`src/rtl/shift_add_mult8.sv`:
```
// shift_add_mult8: sequential 8x8 unsigned shift-and-add multiplier built on Ripple_Add
module Ripple_Add (
  output logic [7:0] S,
  output logic       Cout,
  input  logic [7:0] A,
  input  logic [7:0] B
);
  logic [8:0] c;
  assign c[0] = 1'b0;
  assign Cout = c[8];
  for (genvar i = 0; i < 8; i++) begin : g_bit
    assign S[i]   = A[i] ^ B[i] ^ c[i];
    assign c[i+1] = (A[i] & B[i]) | (c[i] & (A[i] ^ B[i]));
  end
endmodule

module shift_add_mult8 (
  input  logic        clk,
  input  logic        rst_n,
  input  logic        start,
  input  logic [7:0]  a,
  input  logic [7:0]  b,
  output logic        busy,
  output logic        done,
  output logic [15:0] product
);
  typedef enum logic [1:0] {IDLE, RUN, DONE} state_t;
  state_t     state;
  logic [7:0] m, q, acc, sum, acc_n;
  logic       c, cout, c_n;
  logic [3:0] cnt;
  Ripple_Add u_add (.S(sum), .Cout(cout), .A(acc), .B(m));
  // Conditional add: C is always 0 between iterations, so it stands in for the no-add carry
  always_comb begin
    c_n   = q[0] ? cout : c;
    acc_n = q[0] ? sum : acc;
  end
  // Control FSM and datapath; a 17-bit right shift of {C,ACC,Q} each RUN cycle
  always_ff @(posedge clk or negedge rst_n) begin
    if (!rst_n) begin
      state   <= IDLE;
      busy    <= 1'b0;
      done    <= 1'b0;
      product <= 16'h0000;
      m       <= 8'h00;
      q       <= 8'h00;
      acc     <= 8'h00;
      c       <= 1'b0;
      cnt     <= 4'd0;
    end else begin
      case (state)
        RUN: begin
          c   <= 1'b0;
          acc <= {c_n, acc_n[7:1]};
          q   <= {acc_n[0], q[7:1]};
          cnt <= cnt + 4'd1;
          if (cnt == 4'd7) begin
            product <= {c_n, acc_n, q[7:1]};
            done    <= 1'b1;
            busy    <= 1'b0;
            state   <= DONE;
          end
        end
        IDLE, DONE: begin
          done <= 1'b0;
          if (start) begin
            m     <= a;
            q     <= b;
            acc   <= 8'h00;
            c     <= 1'b0;
            cnt   <= 4'd0;
            busy  <= 1'b1;
            state <= RUN;
          end else begin
            state <= IDLE;
          end
        end
        default: state <= IDLE;
      endcase
    end
  end
endmodule
```
`config.mk`:
```
export PLATFORM = sky130hd
export DESIGN_NAME = shift_add_mult8
export DESIGN_NICKNAME = d
export VERILOG_FILES = /design/src/rtl/shift_add_mult8.sv
export SDC_FILE = /design/constraint.sdc
export NUM_CORES = 1
export LEC_CHECK = 0
export CAP_MARGIN = 30
export CORE_ASPECT_RATIO = 0.9
export CORE_MARGIN = 1
export CORE_UTILIZATION = 52
export CTS_BUF_LIST = sky130_fd_sc_hd__clkbuf_8
export DETAILED_ROUTE_END_ITERATION = 8
export PLACE_DENSITY = 0.75
export SYNTH_ARGS = -nofsm -noshare
export SYNTH_HDL_FRONTEND = slang
export SYNTH_HIERARCHICAL = 1
export SYNTH_SLANG_ARGS = --single-unit
```
`constraint.sdc`:
```
create_clock -name clk -period 6.2 [get_ports clk]
set_clock_uncertainty 0.2 [all_clocks]
set_input_delay 0.62 -clock clk [delete_from_list [all_inputs] [get_ports clk]]
set_output_delay 0.62 -clock clk [all_outputs]
set_load 0.005 [all_outputs]
```
==> flow_summary.json, run 1 <==
{
  "crit_top_cell": "fa_1",
  "grt_max_degree": 38,
  "worst_path_largest_cell_delay_ps": 410,
  "drt_pass1_iterations": 6,
  "wl_mm": 4.16,
  "holdPathStages": 2,
  "worst_pin_slew_ps": 831,
  "crit_required_ps": 6200,
  "outcome": "complete, but fails checks",
  "fillers": 315,
  "ys_ff_latch": 48,
  "chipWidth_um": 70.5,
  "critPathKind": "flop to flop",
  "min-delay-start": "m[7]",
  "cts.sinks": 48,
  "startpoint_type": "flop",
  "slew_violations": 0,
  "endpoint_kind": "flop",
  "r2r_cells": 14,
  "rrSetupSlack_ps": 2310,
  "row_count": 22,
  "violations": "DRC",
  "area_delta_synth_final_pct": 25.4,
  "clk_latency_ps": 290,
  "crit_fanout": 3,
  "layout_commonest_cell": "dfrtp_1",
  "cts.clk_slew.worst_paths_ps": 90,
  "fp.dieArea_um2": 4490,
  "relSlewSlack_pct": 44.6,
  "num_antenna_cells": 0,
  "fin_util_pct": 67.6,
  "yosysWarnings": 6,
  "p_per_area_nw_per_um2": 505,
  "grt_usage_pct": 21.1,
  "final_cells": 275,
  "clockBufferDepth": 2,
  "grt-ovfl-total": 0,
  "placedCellCount": 265,
  "synth_top_area_share_pct": 54.7,
  "rsz0062_at_grt": "false",
  "layout.nets": 254,
  "coreArea_um2": 4070,
  "r2r-end": "acc[6]",
  "cts_tree": "done",
  "yosysTopAreaCell": "dfrtp_1",
  "routedWlPerCell_um": 15.1,
  "cp_cell_sequence": "ha_1 -> inv_1 -> fa_1 -> inv_1 -> fa_1 -> fa_1 -> fa_1 -> fa_1 -> fa_1 -> inv_1 -> fa_1 -> inv_1 -> mux2i_1 -> o2bb2ai_1",
  "synth_cells": 187,
  "gp_congestion": 0.747,
  "cts.repair.resized": 0,
  "syn_avg_cell_area_um2": 11.7,
  "cap_violations": 0,
  "max_freq_mhz": 257,
  "p_leak_nw": 1.30,
  "grt_pass1_vias": 1517,
  "dp_hpwl_mm": 2.85,
  "holdCritPathClass": "flop to flop",
  "finalCritPeriodShare_pct": 62.7,
  "finalHoldViolCount": 0,
  "drc": 9,
  "io_pins": 37,
  "grt_pass1_wl_mm": 7.20,
  "fin_tns_setup_ps": 0,
  "setup_violations": 0,
  "netlist_top_cells_area": "dfrtp_1 55%, mux2i_1 10%, fa_1 6.4%",
  "ys_types": 24,
  "clockRootBuffer": "clkbuf_8",
  "drtIter0Drc": 73,
  "netlist_area_um2": 2200,
  "final_cell_mix": "48 x dfrtp_1, 35 x clkdlybuf4s50_1, 29 x nand2_1",
  "hold_end": "m[7]",
  "worst_ep_arrival_time_ps": 3890,
  "ys_seq_area_share_pct": 54.7,
  "syn-num-nets": 215,
  "slowest_stage": "dfrtp_1",
  "r2r-start": "acc[0]",
  "period_needed_ps": 3890,
  "register_area_um2": 1200,
  "initial_core_util_pct": 53.9,
  "cts_made_buffers": 5,
  "die_h_um": 63.7,
  "drtAntennaViolNets": 0,
  "vias_per_cell": 5.54,
  "ir_drop_uv": 233,
  "cts_htree_levels": 2,
  "antenna_found_initial": 0,
  "io_buffers": 36,
  "drive_above_1_share_pct": 10.6,
  "multiInputGateArea_um2": 885,
  "vias": 1524
}
-- worst max-delay path by stage --
stage,startpoint,to,slack [ps]
final,acc[0],acc[6],2310
after global routing,acc[0],acc[6],2150
after CTS,acc[0],acc[6],2310
after detailed placement,acc[0],acc[6],2340
after global placement,acc[0],acc[6],2460
after floorplan,acc[0],acc[6],2540
-- report_power, final --
| part | total [mW] | switching, mW | internal (mW) |
|---|---|---|---|
| clock network | 0.245 | 0.102 | 0.142 |
| logic | 0.564 | 0.257 | 0.307 |
| registers | 0.584 | 0.127 | 0.457 |
-- worst max-delay path, delay by kind of cell, from the launching register on --
family                   cells  cell delay, ps
buffers and inverters        4             250
flip-flops                   1             410
AO/OA/AOI/OAI                1             160
multiplexers                 1              80
adder cells (fa/ha/maj)      8            2710
-- cell usage after synthesis, drive strengths merged --
cell type,n
buf,4
nand4,1
dfrtp,48
nor2,2
and2,1
ha,2
fa,7
nand2,29
inv,18
o21ai,10
nand2b,2
and3,1
nor3,1
a221oi,1
mux2,10
o2bb2ai,7
mux2i,23
clkbuf,5
nand3,8
a21o,1
nor2b,3
a22o,3
-- kinds of logic (layout without fill, tap and decap cells) --
group	after synthesis	in the layout	synth area share [%]
compound gates	22	22	7.01
fa+ha+maj	9	9	7.52
buf+inv	27	67	5.07
simple gates	48	48	10.1
mux	33	33	15.6
flops	48	48	54.7
-- layout make-up --
| class | count | share of cell area (%) |
|---|---|---|
| well taps | 48 | 2.18 |
| flip-flops and latches | 48 | 43.6 |
| multi-input cells | 112 | 32.1 |
| clock buffers | 7 | 3.50 |
| repair buffers | 41 | 15.1 |
| clock inverters | 1 | 1.09 |
| inverters | 18 | 2.45 |
-- metal layers --
layer	routed length, µm	track usage (%)	vias to the layer above
li1	-	-	702
met1	1940	27.9	772
met2	2050	34.5	36
met3	103	4.16	14
met4	68	8.42	0
met5	0	0	-
-- stage by stage --
step	power [mW]	worst slack (ps)	hold slack, ps	instance area, µm²
2_1_floorplan	0.915	2540	124	2200
3_3_place_gp	1.10	2460	259	2580
3_5_place_dp	1.15	2340	264	2610
4_1_cts	1.40	2310	284	2740
5_1_grt	1.50	2150	308	2760
6_report	1.39	2310	277	2760
-- sequential cells by signal, summed over array words and instances (netlist names) --
signal,cells
acc,8
busy,1
cnt,4
done,1
m,8
product,16
q,8
state,2
-- repair_timing --
item | 4_1_cts | 5_1_grt
hold buffers | 1 | 0
buffers inserted | 0 | 0
hold endpoints to repair | 2 | 0
(Power assumes the default switching activity.)
==> inputs of run 2 (changes only) <==
--- a/config.mk
+++ b/config.mk
@@ -8,10 +8,10 @@
 export CAP_MARGIN = 30
 export CORE_ASPECT_RATIO = 0.9
 export CORE_MARGIN = 1
-export CORE_UTILIZATION = 52
+export CORE_UTILIZATION = 49
 export CTS_BUF_LIST = sky130_fd_sc_hd__clkbuf_8
 export DETAILED_ROUTE_END_ITERATION = 8
-export PLACE_DENSITY = 0.75
+export PLACE_DENSITY = 0.74
 export SYNTH_ARGS = -nofsm -noshare
 export SYNTH_HDL_FRONTEND = slang
 export SYNTH_HIERARCHICAL = 1
==> constraint.sdc (replaced) <==
create_clock -name clk -period 3.2 [get_ports clk]
set_clock_uncertainty 0.2 [all_clocks]
set_input_delay 0.32 -clock clk [delete_from_list [all_inputs] [get_ports clk]]
set_output_delay 0.32 -clock clk [all_outputs]
set_load 0.005 [all_outputs]
==> run 2 against run 1 <==
The flow finishes with violations (setup timing). Global-route usage decreased by 0.35 points. Critical path type unchanged. Critical endpoint is now product[14]. Critical path depth unchanged. Cell area decreased by 0.14%. Largest power group unchanged. Hold slack improved by 2.2 ps. Sequential share of layout area increased by 0.059 points. Clock power increased by 36%. Clock-buffer cell count decreased by 2. Core utilization decreased by 1.9 points.
==> flow_summary.json, run 2 (synthesis gave the netlist of run 1 again) <==
{
  "drc": 0,
  "grt-ovfl-total": 0,
  "cts.clk_slew.worst_paths_ps": 80,
  "final_cells": 289,
  "critPathKind": "flop to flop",
  "top_register": "product",
  "drtIter0Drc": 86,
  "die_h_um": 65.5,
  "p_leak_nw": 1.28,
  "worst-path-buf-inv": 4,
  "routedWlPerCell_um": 14.5,
  "endpoint_kind": "flop",
  "area_delta_synth_final_pct": 25.2,
  "finalCritPeriodShare_pct": 112,
  "largest_reg_flops": 16,
  "grt_max_degree": 30,
  "worst_path_largest_cell_delay_ps": 400,
  "cts_made_buffers": 5,
  "vias": 1478,
  "dp_hpwl_mm": 3.02,
  "io_pins": 37,
  "dpl_worst_slack_ps": -421,
  "crit_top_cell": "fa_2",
  "clockBufferDepth": 2,
  "slowest_stage": "dfrtp_1",
  "max_freq_mhz": 279,
  "fp.dieArea_um2": 4760,
  "worstSetupPathDepth": 14,
  "gp_congestion": 0.769,
  "layout_setup_ws_ps": -391,
  "rsz0062_at_grt": "true",
  "relSlewSlack_pct": 47.6,
  "layout_commonest_cell": "dfrtp_1",
  "wl_mm": 4.18,
  "cts.sinks": 48,
  "slew_violations": 0,
  "r2r_cells": 14,
  "cts_tree": "done",
  "drtAntennaViolNets": 0,
  "crit_required_ps": 3220,
  "critical-path-top-delay-family": "adder cells",
  "chipWidth_um": 72.6,
  "initial_core_util_pct": 52.5,
  "worst_pin_slew_ps": 786,
  "placedCellCount": 281,
  "cp_cell_sequence": "ha_2 -> inv_2 -> fa_1 -> inv_1 -> fa_2 -> fa_2 -> fa_2 -> fa_2 -> fa_2 -> inv_2 -> fa_1 -> inv_1 -> mux2i_1 -> mux2i_1",
  "final_cell_mix": "48 x dfrtp_1, 35 x clkdlybuf4s50_1, 29 x nand2_1",
  "post_cts_buffers": 0,
  "grt_pass1_vias": 1543,
  "grt_pass1_wl_mm": 7.25,
  "io_buffers": 36,
  "vias_per_cell": 5.11,
  "fin_tns_setup_ps": -1460,
  "antenna_found_initial": 0,
  "crit_fanout": 2,
  "num_antenna_cells": 0,
  "p_per_area_nw_per_um2": 941,
  "cts_htree_levels": 2,
  "coreArea_um2": 4180,
  "setup_violations": 6,
  "clk_latency_ps": 300,
  "clockRootBuffer": "clkbuf_8",
  "worst_ep_arrival_time_ps": 3620,
  "holdCritPathClass": "flop to flop",
  "drt_pass1_iterations": 4,
  "startpoint_type": "flop",
  "fillers": 336,
  "violations": "setup timing",
  "cap_violations": 0,
  "outcome": "complete, but fails checks",
  "layout.nets": 257,
  "holdPathStages": 2,
  "fin_util_pct": 65.8,
  "grt_usage_pct": 20.8,
  "finalHoldViolCount": 0,
  "ir_drop_uv": 434,
  "finalPower_mw": 2.59,
  "period_needed_ps": 3590,
  "row_count": 22,
  "drive_above_1_share_pct": 14.4
}
## run 2: stage by stage
| step | hold slack [ps] | area [µm²] |
|---|---|---|
| 2_1_floorplan | -176 | 2210 |
| 3_3_place_gp | 259 | 2640 |
| 3_5_place_dp | 93.5 | 2660 |
| 4_1_cts | 284 | 2750 |
| 5_1_grt | 319 | 2750 |
| 6_report | 279 | 2750 |
## run 2: report_power, final
part	leakage (nW)	internal, mW	switching, mW
registers	0.593	0.885	0.243
clock network	0.0452	0.146	0.188
logic	0.645	0.624	0.503
## run 2: path summary, 6_finish.rpt
path / start / endpoint / slack (ps)
min reg2reg: m[7] / m[7] / 280
max in group asynchronous: rst_n / m[0] / 1990
min in group asynchronous: rst_n / m[6] / 300
min: m[7] / m[7] / 280
max reg2reg: acc[0] / product[14] / -390
max: acc[0] / product[14] / -390
## run 2: cell type report
type	count	area [µm²]	area share, %
multi-input combinational	112	900	32.7
clock buffer	5	68.8	2.50
inverter	18	67.6	2.46
tap	60	75.1	2.73
timing repair buffer	44	430	15.6
clock inverter	2	8.76	0.318
sequential	48	1200	43.7
## run 2: layer usage
metal	up-vias	GRT usage, %	share of wire (%)
met1	729	26.6	44
met3	6	4.60	4.5
met4	0	8.09	1.4
li1	707	-	-
met5	-	0	0
met2	36	34.6	50
## run 2: timing repair
| action | 4_1_cts | 5_1_grt |
|---|---|---|
| pin swaps | 1 | 1 |
| resized for setup | 0 | 1 |
| hold endpoints to repair | 19 | 0 |
| gates cloned | 0 | 0 |
| hold buffers | 1 | 0 |
| endpoints found under the setup margin | 6 | 6 |
## run 2: worst register-to-register path: stages (launching register included)
cell	delay, ps
dfrtp_1	400
ha_2	190
inv_2	50
fa_1	140
inv_1	50
fa_2	340
fa_2	340
fa_2	340
fa_2	340
fa_2	350
inv_2	60
fa_1	390
inv_1	70
mux2i_1	90
mux2i_1	170
